==> config.mk <==
export PLATFORM = sky130hd
export DESIGN_NAME = palette_loader
export DESIGN_NICKNAME = d
export VERILOG_FILES = /design/src/rtl/palette_loader.sv
export SDC_FILE = /design/constraint.sdc
export NUM_CORES = 1
export LEC_CHECK = 0
export BUFFER_PORTS_ARGS = -buffer_cell sky130_fd_sc_hd__buf_4
export CAP_MARGIN = 15
export CORE_ASPECT_RATIO = 1.5
export CORE_MARGIN = 8
export CORE_UTILIZATION = 58
export CTS_CLUSTER_SIZE = 12
export DETAILED_ROUTE_END_ITERATION = 8
export MAX_ROUTING_LAYER = met4
export PLACE_DENSITY = 0.79
export SYNTH_ARGS = -nofsm -noshare
export SYNTH_HDL_FRONTEND = slang
export SYNTH_SLANG_ARGS = --single-unit
export TNS_END_PERCENT = 20
==> constraint.sdc <==
create_clock -name clk_draw -period 7.1 [get_ports clk_draw]
set_clock_uncertainty 0.1 [all_clocks]
set_input_delay 1.775 -clock clk_draw [delete_from_list [all_inputs] [get_ports clk_draw]]
set_output_delay 1.775 -clock clk_draw [all_outputs]
set_load 0.005 [all_outputs]
==> src/rtl/palette_loader.sv <==
// palette_loader: streams RGB888 colours into the palette BRAM as packed YCoCg-R words.
// Optional: define PALETTE_LOADER_CHECKSUM_EN to add a 16-bit running checksum of written words.
module palette_loader #(
    parameter int ADDRW = 9
) (
    input  logic             clk_draw,
    input  logic             rst_draw,
    input  logic             start,
    input  logic [ADDRW-1:0] base_addr,
    input  logic [ADDRW:0]   count,
    input  logic             in_valid,
    input  logic [23:0]      in_rgb,
    output logic             in_ready,
    output logic             busy,
    output logic             done,
    output logic             pal_we,
    output logic [ADDRW-1:0] pal_addr,
    output logic [23:0]      pal_data
`ifdef PALETTE_LOADER_CHECKSUM_EN
    ,
    output logic [15:0]      checksum
`endif
);

    typedef enum logic [1:0] {
        IDLE,
        LOAD,
        DRAIN
    } state_t;

    state_t state;
    state_t state_next;
    logic   done_next;
    logic   start_ok;
    logic   accept;

    logic [ADDRW-1:0] addr;
    logic [ADDRW:0]   remaining;

    logic signed [7:0] r8;
    logic signed [7:0] g8;
    logic signed [7:0] b8;
    logic signed [7:0] co1;
    logic signed [7:0] tmp1;

    logic              s1_v;
    logic [ADDRW-1:0]  s1_addr;
    logic signed [7:0] s1_co;
    logic signed [7:0] s1_tmp;
    logic signed [7:0] s1_g;

    logic              s2_v;
    logic [ADDRW-1:0]  s2_addr;
    logic signed [7:0] s2_co;
    logic signed [7:0] s2_tmp;
    logic signed [7:0] s2_cg;

    logic              s3_v;
    logic [ADDRW-1:0]  s3_addr;
    logic signed [7:0] s3_co;
    logic signed [7:0] s3_cg;
    logic signed [7:0] s3_y;

    logic lsb_unused;

    // Colour LSBs are dropped; Y never exceeds 127 so its top bit is always zero
    assign lsb_unused = ^{in_rgb[16], in_rgb[8], in_rgb[0], s3_y[7]};

    assign r8   = {1'b0, in_rgb[23:17]};
    assign g8   = {1'b0, in_rgb[15:9]};
    assign b8   = {1'b0, in_rgb[7:1]};
    assign co1  = r8 - b8;
    assign tmp1 = b8 + (co1 >>> 1);

    always_ff @(posedge clk_draw or posedge rst_draw) begin
        if (rst_draw) begin
            state <= IDLE;
            done  <= 1'b0;
        end else begin
            state <= state_next;
            done  <= done_next;
        end
    end

    always_comb begin
        state_next = state;
        done_next  = 1'b0;
        unique case (state)
            IDLE: begin
                if (start_ok) begin
                    if (count == '0) begin
                        done_next = 1'b1;
                    end else begin
                        state_next = LOAD;
                    end
                end
            end
            LOAD: begin
                if (accept && remaining == (ADDRW+1)'(1)) begin
                    state_next = DRAIN;
                end
            end
            DRAIN: begin
                if (!(s1_v || s2_v || s3_v)) begin
                    done_next  = 1'b1;
                    state_next = IDLE;
                end
            end
            default: state_next = IDLE;
        endcase
    end

    // The done cycle still counts as busy so a start there is ignored
    always_comb begin
        in_ready = (state == LOAD);
        busy     = (state != IDLE) || done;
        start_ok = start && (state == IDLE) && !done;
        accept   = in_valid && in_ready;
    end

    always_ff @(posedge clk_draw or posedge rst_draw) begin
        if (rst_draw) begin
            addr      <= '0;
            remaining <= '0;
            s1_v      <= 1'b0;
            s1_addr   <= '0;
            s1_co     <= '0;
            s1_tmp    <= '0;
            s1_g      <= '0;
            s2_v      <= 1'b0;
            s2_addr   <= '0;
            s2_co     <= '0;
            s2_tmp    <= '0;
            s2_cg     <= '0;
            s3_v      <= 1'b0;
            s3_addr   <= '0;
            s3_co     <= '0;
            s3_cg     <= '0;
            s3_y      <= '0;
            pal_we    <= 1'b0;
            pal_addr  <= '0;
            pal_data  <= '0;
        end else begin
            if (start_ok) begin
                addr      <= base_addr;
                remaining <= count;
            end else if (accept) begin
                addr      <= addr + ADDRW'(1);
                remaining <= remaining - (ADDRW+1)'(1);
            end

            s1_v <= accept;
            if (accept) begin
                s1_addr <= addr;
                s1_co   <= co1;
                s1_tmp  <= tmp1;
                s1_g    <= g8;
            end

            s2_v <= s1_v;
            if (s1_v) begin
                s2_addr <= s1_addr;
                s2_co   <= s1_co;
                s2_tmp  <= s1_tmp;
                s2_cg   <= s1_g - s1_tmp;
            end

            s3_v <= s2_v;
            if (s2_v) begin
                s3_addr <= s2_addr;
                s3_co   <= s2_co;
                s3_cg   <= s2_cg;
                s3_y    <= s2_tmp + (s2_cg >>> 1);
            end

            pal_we <= s3_v;
            if (s3_v) begin
                pal_addr <= s3_addr;
                pal_data <= {1'b0, s3_y[6:0], s3_co, s3_cg};
            end
        end
    end

`ifdef PALETTE_LOADER_CHECKSUM_EN
    always_ff @(posedge clk_draw or posedge rst_draw) begin
        if (rst_draw) begin
            checksum <= '0;
        end else if (start_ok) begin
            checksum <= '0;
        end else if (pal_we) begin
            checksum <= checksum + 16'(pal_data[23:12]) + 16'(pal_data[11:0]);
        end
    end
`endif

endmodule

**After elaboration in Yosys (flattened, before gate mapping)**

Index checks and enable logic that the tools add are counted.
W data, S select, Z words.

- Register bits: 154
- Input bits: 47
- Output and inout bits: 37
- Word-level logic and storage cells: 61

- Add/subtract/negate cells: 6
- Equal/unequal tests: 7
- Mux-type cells: 13
- Reduce and logical (&&, ||, !) cells: 13

Operators by type and width:

| kind | count |
|---|---|
| $mux W10 | 2 |
| $mux W9 | 2 |
| $eq A10 B1 Y1 const B | 1 |
| $logic_not A10 Y1 | 1 |
| $sub A10 B1 Y10 const B | 1 |
| $add A9 B1 Y9 const B | 1 |
| $add A8 B7 Y8 | 1 |
| $mux W2 | 4 |
| $sub A7 B7 Y8 | 1 |
| $sub A8 B8 Y8 | 1 |
| $add A7 B7 Y7 | 1 |
| $ne A2 B2 Y1 const B | 3 |
| $pmux W2 S3 | 1 |
| $logic_and A1 B1 Y1 | 4 |
| $reduce_and A4 Y1 | 1 |
| $reduce_bool A2 Y1 | 2 |
| $logic_or A1 B1 Y1 | 3 |
| $mux W1 | 3 |
| $eq A2 B1 Y1 const B | 1 |
| $eq A2 B2 Y1 const B | 1 |
| $logic_not A2 Y1 | 1 |
| $ne A2 B1 Y1 const B | 1 |
| $pmux W1 S2 | 1 |
| $logic_not A1 Y1 | 1 |

**Logic depth before layout (Yosys ltp)**

- Word-level depth: 5
- Depth in mapped cells: 15
- Mapped depth without buffers: 15

**Worst setup path before layout**

Ideal clock, no wire load.

- Kind: in2reg
- Start: input in_rgb[17]
- End: register s1_tmp[7]
- Library setup time: 0.131 ns
- Data arrival time: 3.925 ns
- Required time: 6.869 ns
- Setup slack: 2.945 ns
- Cell stages on the path: 15
- Path buffers: 0
- Path through: inv_1 ha_1 inv_1 fa_1 a21o_1 a21oi_1 o21bai_1 a21oi_1 xnor2_1 ha_1 o21ai_0 nand2b_1 o31ai_1 xnor2_1 o21ai_1

- Cells in the longest elaborated chain, start to end: 2

RTL lines:

| element | line | text |
|---|---|---|
| start: declaration | 12 | `input logic [23:0] in_rgb,` |
| $sub A7 B7 Y8 | 72 | `assign co1 = r8 - b8;` |
| net co1[6] | 43 | `logic signed [7:0] co1;` |
| $add A8 B7 Y8 | 73 | `assign tmp1 = b8 + (co1 >>> 1);` |
| end signal: assignment | 156 | `s1_tmp <= tmp1;` |
| end: declaration | 49 | `logic signed [7:0] s1_tmp;` |

The timed path passes the listed nets, and every way through them passes these cells.
A chain may end at the register's enable or synchronous reset.

**Worst setup path after layout**

Ends and elaborated chain as after synthesis.

==> metrics.txt <==
global-route wire length before repair=26400 µm; # fillers=861; WL/cell=17.7 µm; Async SR Flop Fraction=100%; final worst-path cycle share=57.6%; Slew headroom=36.9%; vias in the first global route=5424; Clock Tree Root=clkbuf_16; Synth cell types=63; Layout Cells excl Fill=885; full die area=16400 µm²; Setup CP Type=in2reg; Synthesized Nets=720; Core Region=12300 µm²; worst path arrival time=4.27 ns; Synth Register Bits=154; most frequent cells in the layout=dfrtp_1, nand2_1, mux2_2, buf_4, inv_1; clock share of power=23.1%; Critical Path Stages=16; # IOs=84; crit-path cells=buf_4 > inv_1 > ha_1 > inv_1 > fa_1 > a21o_1 > a21oi_1 > o21bai_1 > a21oi_1 > xnor2_1 > ha_1 > o21ai_0 > nand2b_1 > o31ai_1 > xnor2_1 > o21ai_1; most common cell after layout, fill and taps aside=dfrtp_1; Fin. Hold Viols=0; worst reg-to-reg path cell count=7; post-synthesis sequential area ratio=53.4%; Remaining Overflow, GRT=0; Die Y=153 µm; clock tree buffer depth=2; hpwl dp=10700 µm; Clk Latency, worst-skew pair=0.41 ns; max-cap violation count=0; Leak=4.01 nW; VDD IR max=253 µV; RSZ-0062 raised after global routing=false; Min-Delay Path Class=reg2reg; crit end category=register; fmax=244 MHz; post-route ant nets=0; Avg Inst Size Synth=11.3 µm²; internal power=2.54 mW; cts repair resizes=0; Setup TNS Final=0 ns; power density cells=451 nW/µm²; Flop pwr share=40.9%; Reg clk slew, reported paths=0.06 ns; Inst Count DP=854; combinational power share=36.0%; DRT Wirelength=15700 µm; yosys warns=0; Vias=5093; row cnt=50; gpl congestion=0.839; Worst Hold Depth=2; CP max stage delay=0.40 ns; status=complete, no violations; dpl ws=2.60 ns; min Tclk post-route=4.09 ns; Slew Limit Fails=0; Num CTS Buffers=17; Post-Synthesis Cells=639; CP required=7.28 ns; GRT Total Usage=20.6%; final worst setup slack=3.01 ns; CP Max Fanout=4; slowest cell on the critical path=fa_1; DRC=0; pin count of the biggest net entering global routing=111; H-tree level count=4; Synth Flop Type=dfrtp_1; Initial DRT Pass Iterations=5; CTS Hold Bufs=0; CP bufs+invs=3; starting density of the core=58.6%; 1st-iter DRT viols=285; DIE WIDTH=107 µm; Design Area, Final=8530 µm²; share of post-route cells with drive strength above 1=28.4%; Net Sw Frac=34.1%; Placement Cell Area=7940 µm²; initial antenna violation count=0; area grow syn2layout=18.1%; CTS sink count=154; reg-to-reg slack, setup=4.47 ns; # setup viols final=0; P_sw=1.31 mW; nets@finish=798; setup repair bufs after CTS=0; PortBufs=79; Top delay family on crit path=compound AO/OA/AOI/OAI gates; EDFF count, synth=0; Ant. Diodes=0; synthesized cell area=7220 µm²; CP startpoint kind=input port; DR vias/cell=5.75; Least-Margin Pin Slew=0.947 ns; CTS tree=done
[final timing paths]
kind,start,end
setup / recovery,in_rgb[17],s1_tmp[7]$_DFFE_PP0P_
hold / removal,s1_addr[8]$_DFFE_PP0P_,s1_addr[8]$_DFFE_PP0P_
setup reg to reg,state[1]$_DFFE_PP0P_,addr[8]$_DFFE_PP0P_
hold reg to reg,s1_addr[8]$_DFFE_PP0P_,s1_addr[8]$_DFFE_PP0P_
max in group asynchronous,rst_draw,s1_tmp[3]$_DFFE_PP0P_
min in group asynchronous,rst_draw,pal_we$_DFF_PP0_
[per-layer routing]
metal	part of all wire, %	vias up	wire [µm]	track usage (%)
li1	-	2380	-	-
met1	39	2541	6180	23.0
met2	55	150	8590	35.3
met3	4.1	22	649	5.17
met4	1.5	0	230	5.72
met5	0	-	0	-
[power groups by stage]
| stage | logic, mW | clock network (mW) | registers, mW |
|---|---|---|---|
| floorplan | 0.986 | 0 | 1.49 |
| global placement | 1.30 | 0 | 1.55 |
| detailed placement | 1.37 | 0 | 1.58 |
| CTS | 1.40 | 0.904 | 1.58 |
| global route | 1.55 | 0.943 | 1.63 |
| finish | 1.39 | 0.888 | 1.58 |
[sequential cells by signal, summed over array words and instances (netlist names), 7 cells and up]
| register | cells |
|---|---|
| s2_tmp | 7 |
| remaining | 10 |
| s1_tmp | 8 |
| s1_addr | 9 |
| s2_cg | 8 |
| pal_addr | 9 |
| s2_addr | 9 |
| s1_co | 8 |
| addr | 9 |
| s1_g | 7 |
| s2_co | 8 |
| s3_co | 8 |
| pal_data | 23 |
| s3_addr | 9 |
| s3_cg | 8 |
| s3_y | 7 |
[cells in the mapped netlist, types with 3 or more instances]
cell,number,share of area (%)
a31oi_1,3,0.26
a21oi_1,15,1.0
buf_2,9,0.62
dfrtp_1,154,53
o21ai_0,30,2.1
nand3b_1,4,0.42
o311ai_0,5,0.61
o31ai_1,3,0.31
buf_1,6,0.31
fa_1,4,1.1
xnor2_1,12,1.5
inv_1,35,1.8
ha_1,30,5.2
and3_1,5,0.43
nand2_1,99,5.1
mux2_2,85,13
nor2_1,19,0.99
a21o_1,8,0.83
xor2_1,9,1.1
nand2b_1,4,0.35
clkbuf_1,8,0.42
a211oi_1,4,0.42
nor4_1,3,0.26
nor3_1,9,0.62
nand3_1,6,0.42
or3_1,7,0.61
o211ai_1,10,1.0
nand4_1,5,0.43
nor2b_1,5,0.43
[cell families (layout without fill, tap and decap cells)]
logic type                 after synthesis  count (layout)  synth area share (%)
and+or+nand+nor                        180             180                  11.7
muxes                                   86              86                  13.4
DFF                                    154             154                  53.4
xor gates and xnor gates                21              21                  2.55
buffers and inverters                   62             152                  3.45
AOI/OAI and AO/OA                      101             101                  9.18
other                                    1               1                0.0519
adders and majority gates               34              34                  6.31
[cell type report]
class / instances / area, µm² / share of cell area (%)
Clock buffer: 22 / 474 / 5.56
Clock inverter: 9 / 115 / 1.35
Inverter: 38 / 149 / 1.75
Multi-Input combinational cell: 423 / 3120 / 36.6
Sequential cell: 154 / 3850 / 45.2
Tap cell: 156 / 195 / 2.29
Timing Repair Buffer: 83 / 623 / 7.30
[worst register-to-register path: stages (launching register included)]
cell,delay [ns]
dfrtp_1,0.38
nand2b_4,0.15
inv_2,0.06
nand2_4,0.38
clkinv_2,0.68
nor2_2,0.52
o21ai_0,0.14
o311ai_0,0.11
[through the flow]
stage | util [%] | hold WS [ns] | total power, mW
floorplan | - | 0.252 | 2.48
global placement | 64.4 | 0.355 | 2.85
detailed placement | 64.4 | 0.360 | 2.95
CTS | 69.2 | 0.374 | 3.88
global route | 69.2 | 0.394 | 4.12
finish | 69.2 | 0.372 | 3.85
(Power assumes the default switching activity.)
